[config.mk]
export PLATFORM = sky130hd
export DESIGN_NAME = kb_event_arbiter_flat
export DESIGN_NICKNAME = d
export VERILOG_FILES = /design/src/rtl/kb_event_arbiter_if.sv /design/src/rtl/kb_event_arbiter.sv /design/src/flat_wrapper.sv
export SDC_FILE = /design/constraint.sdc
export NUM_CORES = 1
export LEC_CHECK = 0
export BUFFER_PORTS_ARGS = -buffer_cell sky130_fd_sc_hd__buf_2
export CORE_ASPECT_RATIO = 0.9
export CORE_MARGIN = 3
export CORE_UTILIZATION = 40
export CTS_CLUSTER_DIAMETER = 30
export DETAILED_ROUTE_END_ITERATION = 8
export GPL_ROUTABILITY_DRIVEN = 0
export SYNTH_ARGS = -nofsm -noshare
export SYNTH_HDL_FRONTEND = slang
export SYNTH_SLANG_ARGS = --single-unit
[constraint.sdc]
create_clock -name clk -period 6.79 [get_ports clk]
set_input_delay 1.0185 -clock clk [delete_from_list [all_inputs] [get_ports clk]]
set_output_delay 1.0185 -clock clk [all_outputs]
set_load 0.03 [all_outputs]
[src/rtl/kb_event_arbiter_if.sv]
// kb_event_arbiter_if: producer-side strobes and shared scancode event bus of the arbiter
interface kb_event_arbiter_if;
  logic       s0_valid;
  logic [9:0] s0_data;
  logic       s0_ready;
  logic       s1_valid;
  logic [9:0] s1_data;
  logic       s1_ready;
  logic       enable;
  logic       flush;
  logic       scan_received;
  logic [7:0] scancode;
  logic       extended;
  logic       released;
  logic       src;
  logic [1:0] ovf;
  logic       busy;
  modport master (
    output s0_valid, s0_data, s1_valid, s1_data, enable, flush,
    input  s0_ready, s1_ready, scan_received, scancode, extended, released, src, ovf, busy
  );
  modport slave (
    input  s0_valid, s0_data, s1_valid, s1_data, enable, flush,
    output s0_ready, s1_ready, scan_received, scancode, extended, released, src, ovf, busy
  );
endinterface

[src/rtl/kb_event_arbiter.sv]
// kb_event_arbiter: round-robin arbiter sharing the scancode event bus between two FIFO-buffered producers
module kb_event_arbiter #(
  parameter int DEPTH = 4,
  parameter int GAP   = 16
) (
  input logic              clk,
  input logic              rst_n,
  kb_event_arbiter_if.slave bus
);
  localparam int AW = $clog2(DEPTH);
  localparam int CW = AW + 1;
  localparam int GW = $clog2(GAP + 1);
  typedef enum logic [1:0] {S_IDLE, S_ISSUE, S_GAP} state_t;
  state_t          r_state, w_next;
  logic [GW-1:0]   r_gcnt, w_gcnt;
  logic [1:0]      w_valid, w_ne, w_full, w_pop, w_push, w_ovf_set;
  logic [1:0][9:0] w_din, w_head;
  logic            w_take, w_gnt, r_last, r_src;
  logic [9:0]      r_out;
  logic [1:0]      r_ovf;
  assign w_valid = {bus.s1_valid, bus.s0_valid};
  assign w_din   = {bus.s1_data, bus.s0_data};
  assign w_take  = (r_state == S_IDLE) && bus.enable && |w_ne;
  // with both pending, alternate away from the previous winner
  assign w_gnt   = &w_ne ? ~r_last : w_ne[1];
  assign w_pop   = w_take ? (w_gnt ? 2'b10 : 2'b01) : 2'b00;
  for (genvar i = 0; i < 2; i++) begin : g_fifo
    logic [9:0]    r_mem [DEPTH];
    logic [AW-1:0] r_wp, r_rp;
    logic [CW-1:0] r_cnt;
    assign w_ne[i]   = r_cnt != '0;
    assign w_full[i] = r_cnt == CW'(DEPTH);
    // fullness is judged before the pop, so a same-cycle pop still frees the slot
    assign w_push[i]    = w_valid[i] && (!w_full[i] || w_pop[i]) && !bus.flush;
    assign w_ovf_set[i] = w_valid[i] && w_full[i] && !w_pop[i] && !bus.flush;
    assign w_head[i]    = r_mem[r_rp];
    always_ff @(posedge clk)
      if (w_push[i]) r_mem[r_wp] <= w_din[i];
    always_ff @(posedge clk or negedge rst_n)
      if (!rst_n) begin
        r_wp  <= '0;
        r_rp  <= '0;
        r_cnt <= '0;
      end else if (bus.flush) begin
        r_wp  <= '0;
        r_rp  <= '0;
        r_cnt <= '0;
      end else begin
        if (w_push[i]) r_wp <= r_wp + 1'b1;
        if (w_pop[i]) r_rp <= r_rp + 1'b1;
        r_cnt <= r_cnt + CW'(w_push[i]) - CW'(w_pop[i]);
      end
  end
  always_comb begin
    w_next = r_state;
    w_gcnt = r_gcnt;
    w_next = (r_state == S_IDLE) ? (w_take ? S_ISSUE : S_IDLE) :
             (r_state == S_ISSUE || r_gcnt != GW'(1)) ? S_GAP : S_IDLE;
    w_gcnt = (r_state == S_ISSUE) ? GW'(GAP) :
             (r_state == S_GAP) ? r_gcnt - 1'b1 : r_gcnt;
  end
  always_ff @(posedge clk or negedge rst_n)
    if (!rst_n) begin
      r_state <= S_IDLE;
      r_gcnt  <= '0;
      r_out   <= '0;
      r_src   <= 1'b0;
      r_last  <= 1'b1;
      r_ovf   <= '0;
    end else begin
      r_state <= w_next;
      r_gcnt  <= w_gcnt;
      r_ovf   <= bus.flush ? 2'b00 : r_ovf | w_ovf_set;
      if (w_take) begin
        r_out  <= w_head[w_gnt];
        r_src  <= w_gnt;
        r_last <= w_gnt;
      end
    end
  assign bus.s0_ready      = ~w_full[0];
  assign bus.s1_ready      = ~w_full[1];
  assign bus.scan_received = r_state == S_ISSUE;
  assign bus.scancode      = r_out[7:0];
  assign bus.extended      = r_out[9];
  assign bus.released      = r_out[8];
  assign bus.src           = r_src;
  assign bus.ovf           = r_ovf;
  assign bus.busy          = |w_ne || r_state != S_IDLE;
endmodule

[src/flat_wrapper.sv]
// flat-port wrapper written by rule: the top's interface ports become plain ports
module kb_event_arbiter_flat 
#(
  parameter int DEPTH = 4,
  parameter int GAP   = 16
)
  (clk, rst_n, bus_s0_valid, bus_s0_data, bus_s1_valid, bus_s1_data, bus_enable, bus_flush, bus_s0_ready, bus_s1_ready, bus_scan_received, bus_scancode, bus_extended, bus_released, bus_src, bus_ovf, bus_busy);
  kb_event_arbiter_if bus_i ();
  input logic clk;
  input logic rst_n;
  input wire logic [$bits(bus_i.s0_valid)-1:0] bus_s0_valid;
  input wire logic [$bits(bus_i.s0_data)-1:0] bus_s0_data;
  input wire logic [$bits(bus_i.s1_valid)-1:0] bus_s1_valid;
  input wire logic [$bits(bus_i.s1_data)-1:0] bus_s1_data;
  input wire logic [$bits(bus_i.enable)-1:0] bus_enable;
  input wire logic [$bits(bus_i.flush)-1:0] bus_flush;
  output wire logic [$bits(bus_i.s0_ready)-1:0] bus_s0_ready;
  output wire logic [$bits(bus_i.s1_ready)-1:0] bus_s1_ready;
  output wire logic [$bits(bus_i.scan_received)-1:0] bus_scan_received;
  output wire logic [$bits(bus_i.scancode)-1:0] bus_scancode;
  output wire logic [$bits(bus_i.extended)-1:0] bus_extended;
  output wire logic [$bits(bus_i.released)-1:0] bus_released;
  output wire logic [$bits(bus_i.src)-1:0] bus_src;
  output wire logic [$bits(bus_i.ovf)-1:0] bus_ovf;
  output wire logic [$bits(bus_i.busy)-1:0] bus_busy;
  assign bus_i.s0_valid = bus_s0_valid;
  assign bus_i.s0_data = bus_s0_data;
  assign bus_i.s1_valid = bus_s1_valid;
  assign bus_i.s1_data = bus_s1_data;
  assign bus_i.enable = bus_enable;
  assign bus_i.flush = bus_flush;
  assign bus_s0_ready = bus_i.s0_ready;
  assign bus_s1_ready = bus_i.s1_ready;
  assign bus_scan_received = bus_i.scan_received;
  assign bus_scancode = bus_i.scancode;
  assign bus_extended = bus_i.extended;
  assign bus_released = bus_i.released;
  assign bus_src = bus_i.src;
  assign bus_ovf = bus_i.ovf;
  assign bus_busy = bus_i.busy;
  kb_event_arbiter #(.DEPTH(DEPTH), .GAP(GAP)) u_core (.clk(clk), .rst_n(rst_n), .bus(bus_i));
endmodule
==> flow_summary.yaml, run 1 <==
cells_and_area:
  final_common_cell: "edfxtp_1"
  diodes: 0
  synthToLayoutAreaGrowth_pct: 20.18
  layout-drive-gt1-share_pct: 28.81
  final_core_utilization_pct: 50.15
  fill_cells: 1005
  layout.nets: 392
  instances_no_fill: 517
  layout_common_cells: "edfxtp_1 (80), buf_2 (42), dfrtp_1 (34), nand2_1 (26), inv_1 (21)"
route:
  detail_route.vias_per_cell: 4.950
  num_vias: 2559
  drt_first_iter_violations: 155
  drt_first_pass_iters: 5
  antenna_violating_nets_post_route: 0
  drt_wl_total_mm: 8.704
  post-route-drc-count: 0
  wire_per_inst_um: 16.84
power:
  switching_power_w: 0.0006859
  max-vdd-ir-drop_mv: 0.2535
  combPwrFrac_pct: 20.7
  p_per_area_nw_per_um2: 415.8
  p_leak_nw: 2.296
  sw_frac_of_total_pct: 28.31
  p_seq_share_pct: 39.3
  power.share.clock_pct: 40.0
  p_int_w: 0.001737
  total_power_w: 0.002423
cts:
  cts-root-buf: "clkbuf_16"
  cts_setup_buffers: 0
  cts_buffer_depth: 2
  h-tree-depth: 4
  cts_tree: "yes"
  cts.reportedPaths.clkPinSlew_ns: 0.05
  postCtsResizedCells: 0
  clk_latency_ns: 0.41
  cts_inserted_buffers: 17
  cts.hold.buffers_added: 0
  clock_sink_count: 115
global_route:
  grt_first_pass_wirelength_mm: 14.23
  grt_util_all_layers_pct: 14.37
  via_count_of_the_first_global_routing_pass: 2668
  maximum_number_of_pins_on_one_net_before_global_route_repair: 36
  globalRoute.totalOverflow: 0
  antenna_violations_before_repair: 0
logic_synthesis:
  synth.yosys.seq_area_share_pct: 67.64
  count_of_flip_flops_with_a_built_in_enable_after_synthesis: 80
  mappedNetlistNets: 343
  area_contributors_post_synth: "edfxtp_1 (50%), dfrtp_1 (18%), mux4_2 (9.3%)"
  netlist.area_leader.share_pct: 49.55
  synth.ff_latch_count: 115
  synth_area_um2: 4848
  synth.distinct_cells: 44
  netlist_instances: 299
  synth_async_reset_ratio_pct: 30.43
  synth.yosys.warnings: 0
  synthDominantAreaCellType: "edfxtp_1"
  synthFlopType: "edfxtp_1"
  post_synth.cell_area_avg_um2: 16.22
flow_run:
  max_cap_violations: 0
setup_path:
  kind_of_critical_path: "reg -> reg"
  timing.reg2reg.setup_slack_ns: 3.74
  reg2reg_from: "u_core.r_state[1]"
  cp_data_required_time_ns: 7.07
  crit_path_end_kind: "register"
  worstPathArrival_ns: 3.33
  worstSetupStartpointType: "register"
  crit-reg2reg-capture: "u_core.g_fifo[1].r_cnt[2]"
  critical_path.cell_chain: "inv_1 > ha_1 > and2_1 > and3_1 > ha_1 > inv_1 > ha_1 > inv_1 > fa_1 > xor2_1 > xnor2_1 > nor2_1"
  cp_slowest_stage_delay_ns: 0.66
  ff2ff_path_depth: 12
  critical_path.slowest_cell: "and3_1"
  path_max_fanout: 16
floorplanning:
  starting_utilization_of_the_core_area_pct: 41.72
  die-area_um2: 13480
  rows: 37
  top_ports: 43
  chipWidth_um: 122.1
  placeableCoreArea_um2: 11620
  floorplan.die.height_um: 110.4
sta:
  grt_setup_unrepaired: "false"
  min_period_over_period_pct: 44.91
  tightest_slew_ns: 0.7922
  report.final.hold_viol_count: 0
  finalCriticalPeriod_ns: 3.049
  fin_tns_setup_ns: 0
  timing.slew.headroom_pct: 47.19
  clock.fmax_mhz: 327.9
  final-max-slew-violation-count: 0
  timing.clock.skew_ns: 0.005978
  setup_viol: 0
hold_path:
  hp-start: "u_core.r_out[0]"
  worstHoldEndpoint: "u_core.r_out[0]"
  hold_class: "reg -> reg"
  hold_path_depth: 2
placement:
  dp.cells: 485
  io_buffer_count: 42
  place_hpwl_mm: 5.808
outcome:
  outcome: "completed"
[cells by family (layout without fill, tap and decap cells)]
family	Yosys count	count (layout)	synth area share, %
adders and majority gates	18	18	4.955
xor gates and xnor gates	8	8	1.445
and+or+nand+nor	68	68	6.503
DFF	115	115	67.64
muxes	23	23	9.935
buffers and inverters	33	95	3.226
AOI/OAI and AO/OA	34	34	6.297
[how the worst max path moves through the flow]
stage / cells after the start / endpoint / slack, ns / from
6_report: 12 / u_core.g_fifo[1].r_cnt[2] / 3.74 / u_core.r_state[1]
5_1_grt: 12 / u_core.g_fifo[1].r_cnt[2] / 3.48 / u_core.r_state[1]
4_1_cts: 12 / u_core.g_fifo[1].r_cnt[2] / 3.72 / u_core.r_state[1]
3_5_place_dp: 11 / u_core.g_fifo[1].r_cnt[2] / 3.34 / bus_enable
3_3_place_gp: 11 / u_core.g_fifo[1].r_cnt[2] / 3.41 / bus_enable
2_1_floorplan: 12 / u_core.g_fifo[0].r_cnt[2] / 3.80 / bus_enable
[registers in the layout, summed over array words and instances (netlist names), 2 cells and up]
signal               flops
u_core.bus.ovf           2
u_core.g_fifo.r_cnt      6
u_core.g_fifo.r_mem     80
u_core.g_fifo.r_rp       4
u_core.g_fifo.r_wp       4
u_core.r_gcnt            5
u_core.r_out            10
u_core.r_state           2
[layout make-up]
cell class / instances / area (um2) / area share [%]
clock buffer: 21 / 470.5 / 8.074
clock inverter: 11 / 180.2 / 3.092
inverter: 21 / 78.83 / 1.353
multi-input combinational: 151 / 1413 / 24.24
sequential: 115 / 3279 / 56.28
tap: 156 / 195.2 / 3.350
timing repair buffer: 42 / 210.2 / 3.607
[synth_stat cells (2+ instances only)]
master,instances
mux2i_1,2
xor2_1,2
buf_4,2
nor3_1,2
buf_6,3
nand3_1,3
inv_1,21
and2_1,6
nand2_1,26
buf_2,2
nor2_1,18
edfxtp_1,80
ha_1,16
xnor2_1,6
dfrtp_1,34
o31ai_1,2
and3_1,6
nor2b_1,2
clkbuf_1,5
o21ai_0,7
mux4_2,20
a22oi_1,4
a21o_1,2
a22oi_2,7
fa_1,2
[through the flow]
step / cell area, um2 / worst slack [ns] / hold WS [ns]
after global placement: 5176 / 3.405 / 0.4554
after global routing: 5827 / 3.475 / 0.4966
after detailed placement: 5176 / 3.336 / 0.4597
after CTS: 5827 / 3.725 / 0.4710
after floorplan: 4848 / 3.800 / 0.4586
final: 5827 / 3.741 / 0.4649
[worst max-delay path, delay by kind of cell (launching register included)]
| family | cells | cell delay [ns] |
|---|---|---|
| adder cells (fa/ha/maj) | 4 | 1.09 |
| AND/OR/NAND/NOR | 3 | 0.96 |
| flip-flops | 1 | 0.35 |
| XOR/XNOR | 2 | 0.31 |
| buffers and inverters | 3 | 0.21 |
[layer usage]
layer  vias to the layer above  global-route usage [%]  share of wire [%]
li1                       1212                       -                  -
met2                        47                   21.13                 47
met1                      1286                   19.54                 46
met5                         -                       0                  0
met3                        14                   4.250                4.7
met4                         0                   6.940                1.9
[power groups by stage]
stage | registers (W) | clock network (W) | logic (W)
after floorplan | 0.000997 | 0 | 0.000351
after global placement | 0.000963 | 0 | 0.000501
after detailed placement | 0.000966 | 0 | 0.000510
after CTS | 0.000955 | 0.000987 | 0.000511
after global routing | 0.000971 | 0.00102 | 0.000563
final | 0.000952 | 0.000968 | 0.000502
Power figures use the tool's default switching activity.
==> inputs of run 2 (changes only) <==
- ABC_AREA: default -> 1
- clock period: 6.79 -> 3 ns (I/O delays scaled with it)
==> run 2 against run 1 <==
Sequential power is 120% higher. Via count up 25%. Core utilization about the same. Synthesized cell count grew 42%. Clock-buffer cell count down 4. Non-clock buffer count grew 10. Critical endpoint unchanged. Largest power group is now sequential cells.
==> flow_summary.yaml, run 2 <==
logic_synthesis:
  synth_area_um2: 4900
  yosysMostFrequentCell: "edfxtp_1"
  synth_mux_area_share_pct: 0
  synth_top_family_by_area: "simple AND/OR/NAND/NOR gates"
  synthDominantAreaCellType: "edfxtp_1"
  synth_adder_area_share_pct: 4.903
  count_of_flip_flops_with_a_built_in_enable_after_synthesis: 80
  synth.yosys.seq_area_share_pct: 66.93
  netlist_instances: 425
  post_synth.cell_area_avg_um2: 11.53
  netlist.area_leader.share_pct: 49.03
  synthFlopType: "edfxtp_1"
  area_contributors_post_synth: "edfxtp_1 (49%), dfrtp_1 (17%), o21ai_0 (4.8%)"
  synth-xor-area-share_pct: 0.5363
  yosys.area_share.simple_pct: 13.82
  synth.ff_latch_count: 115
  mappedNetlistNets: 469
  synth.yosys.warnings: 0
  synthTopCellsByCount: "edfxtp_1 (80), nor2_1 (58), nand2_1 (54), o21ai_0 (47), inv_1 (43)"
  synth.distinct_cells: 29
  synth_compound_area_share_pct: 8.504
  synth_async_reset_ratio_pct: 30.43
floorplanning:
  starting_utilization_of_the_core_area_pct: 41.83
  die-area_um2: 13620
  rows: 37
  placeableCoreArea_um2: 11710
  chipWidth_um: 122.7
  top_ports: 43
  floorplan.die.height_um: 111.0
setup_path:
  crit-reg2reg-capture: "u_core.g_fifo[1].r_cnt[2]"
  crit_path_top_cell_by_count: "inv_1"
  cp_slowest_stage_delay_ns: 0.39
  cp_data_required_time_ns: 3.33
  worstPathArrival_ns: 2.84
  timing.reg2reg.setup_slack_ns: 0.49
  ff2ff_path_depth: 13
  critical_path.cell_chain: "inv_1 > ha_1 > nand2_1 > inv_1 > nand3_4 > inv_1 > ha_1 > inv_1 > ha_1 > inv_1 > fa_1 > and3_1 > nor3_1"
  worstSetupStartpointType: "register"
  critical_path.slowest_cell: "dfrtp_1"
  crit_path_end_kind: "register"
  path_max_fanout: 11
  reg2reg_from: "u_core.r_state[1]"
  kind_of_critical_path: "reg -> reg"
route:
  wire_per_inst_um: 15.65
  num_vias: 3209
  antenna_violating_nets_post_route: 0
  drt_first_pass_iters: 4
  drt_wl_total_mm: 10.14
  detail_route.vias_per_cell: 4.952
  post-route-drc-count: 0
  drt_first_iter_violations: 192
cts:
  postCtsResizedCells: 0
  cts.reportedPaths.clkPinSlew_ns: 0.06
  clk_latency_ns: 0.41
  h-tree-depth: 4
  cts_tree: "yes"
  cts.hold.buffers_added: 0
  cts-root-buf: "clkbuf_16"
  cts_inserted_buffers: 17
  cts_setup_buffers: 0
  cts_buffer_depth: 2
  clock_sink_count: 115
cells_and_area:
  layout.nets: 523
  final_common_cell: "edfxtp_1"
  largest_register_ff_count: 80
  reg_top3: "u_core.g_fifo.r_mem (80), u_core.r_out (10), u_core.g_fifo.r_cnt (6)"
  synthToLayoutAreaGrowth_pct: 19.97
  diodes: 0
  layout_common_cells: "edfxtp_1 (80), nor2_1 (58), nand2_1 (54), o21ai_0 (47), inv_1 (43)"
  largest_register: "u_core.g_fifo.r_mem"
  layout-drive-gt1-share_pct: 20.53
sta:
  min_period_over_period_pct: 83.72
  timing.slew.headroom_pct: 48.17
  final-max-slew-violation-count: 0
  finalCriticalPeriod_ns: 2.512
  tightest_slew_ns: 0.7775
  fin_tns_setup_ns: 0
  setup_viol: 0
  grt_setup_unrepaired: "false"
  report.final.hold_viol_count: 0
  timing.clock.skew_ns: 0.01467
  clock.fmax_mhz: 398.2
power:
  total_power_w: 0.005304
  max-vdd-ir-drop_mv: 0.4942
  p_leak_nw: 2.448
  p_per_area_nw_per_um2: 902.3
global_route:
  globalRoute.totalOverflow: 0
  via_count_of_the_first_global_routing_pass: 3373
  grt_first_pass_wirelength_mm: 16.84
  grt_util_all_layers_pct: 16.30
  maximum_number_of_pins_on_one_net_before_global_route_repair: 36
  antenna_violations_before_repair: 0
placement:
  io_buffer_count: 42
  place_hpwl_mm: 6.708
flow_run:
  max_cap_violations: 0
outcome:
  outcome: "completed"
hold_path:
  hold_class: "in -> async"
run 2: cell count changes after synthesis, sizes merged, moves of 6 or more:
cell    previous run  this run
a22oi             11         0
and2               6         0
clkbuf             5        11
inv               21        45
mux4              20         0
nand2             26        60
nand3              3        23
nor2              18        59
o21ai              7        47
o22ai              1        21
xnor2              6         0
run 2: worst max-delay path by stage:
stage          slack, ns  depth (start not counted)         startpoint                        end
2_1_floorplan       0.72                         14  u_core.r_state[1]  u_core.g_fifo[1].r_cnt[2]
3_3_place_gp        0.54                         13  u_core.r_state[1]  u_core.g_fifo[1].r_cnt[2]
3_5_place_dp        0.49                         13  u_core.r_state[1]  u_core.g_fifo[1].r_cnt[2]
4_1_cts             0.47                         13  u_core.r_state[1]  u_core.g_fifo[1].r_cnt[2]
5_1_grt             0.21                         13  u_core.r_state[1]  u_core.g_fifo[1].r_cnt[2]
6_report            0.49                         13  u_core.r_state[1]  u_core.g_fifo[1].r_cnt[2]
run 2: metrics by stage:
stage	cell area (um2)	instances	utilization [%]	worst slack, ns	hold slack, ns
after global placement	5298	616	45.23	0.5436	0.4627
final	5878	648	50.19	0.4884	0.1210
after floorplan	4900	425	-	0.7154	0.1544
after CTS	5878	648	50.19	0.4723	0.1375
after detailed placement	5298	616	45.23	0.4873	0.4833
after global routing	5878	648	50.19	0.2097	0.1766
run 2: layout make-up:
class	count	area (um2)
clock buffer	17	425.4
timing repair buffer	52	285.3
tap	156	195.2
multi-input combinational	247	1360
inverter	46	177.7
clock inverter	15	155.1
sequential	115	3279
fill	1061	5834
run 2: metal layers:
metal / track usage, % / up-vias / wire, um
met1: 21.73 / 1567 / 4783
met4: 7.313 / 0 / 144
li1: - / 1563 / -
met2: 24.88 / 68 / 4771
met5: 0 / - / 0
met3: 4.337 / 11 / 442
run 2: worst max-delay path, delay by kind of cell, from the launching register on:
kind                       cells  cell delay, ns
buffers and inverters          5            0.61
and+or+nand+nor                4            0.50
adders and majority gates      4            0.95
DFF                            1            0.39
run 2: cell families (layout without fill, tap and decap cells):
family | count (synthesis) | in the layout
DFF | 115 | 115
buffers and inverters | 63 | 130
and+or+nand+nor | 149 | 149
AOI/OAI and AO/OA | 77 | 77
adders and majority gates | 18 | 18
xor gates and xnor gates | 3 | 3
run 2: power by group:
group / total, W / switching, W / internal [W]
Clock: 0.00196 / 0.000739 / 0.00123
Combinational: 0.00124 / 0.000843 / 0.000395
Sequential: 0.00210 / 0.000153 / 0.00195
Total: 0.00530 / 0.00173 / 0.00357
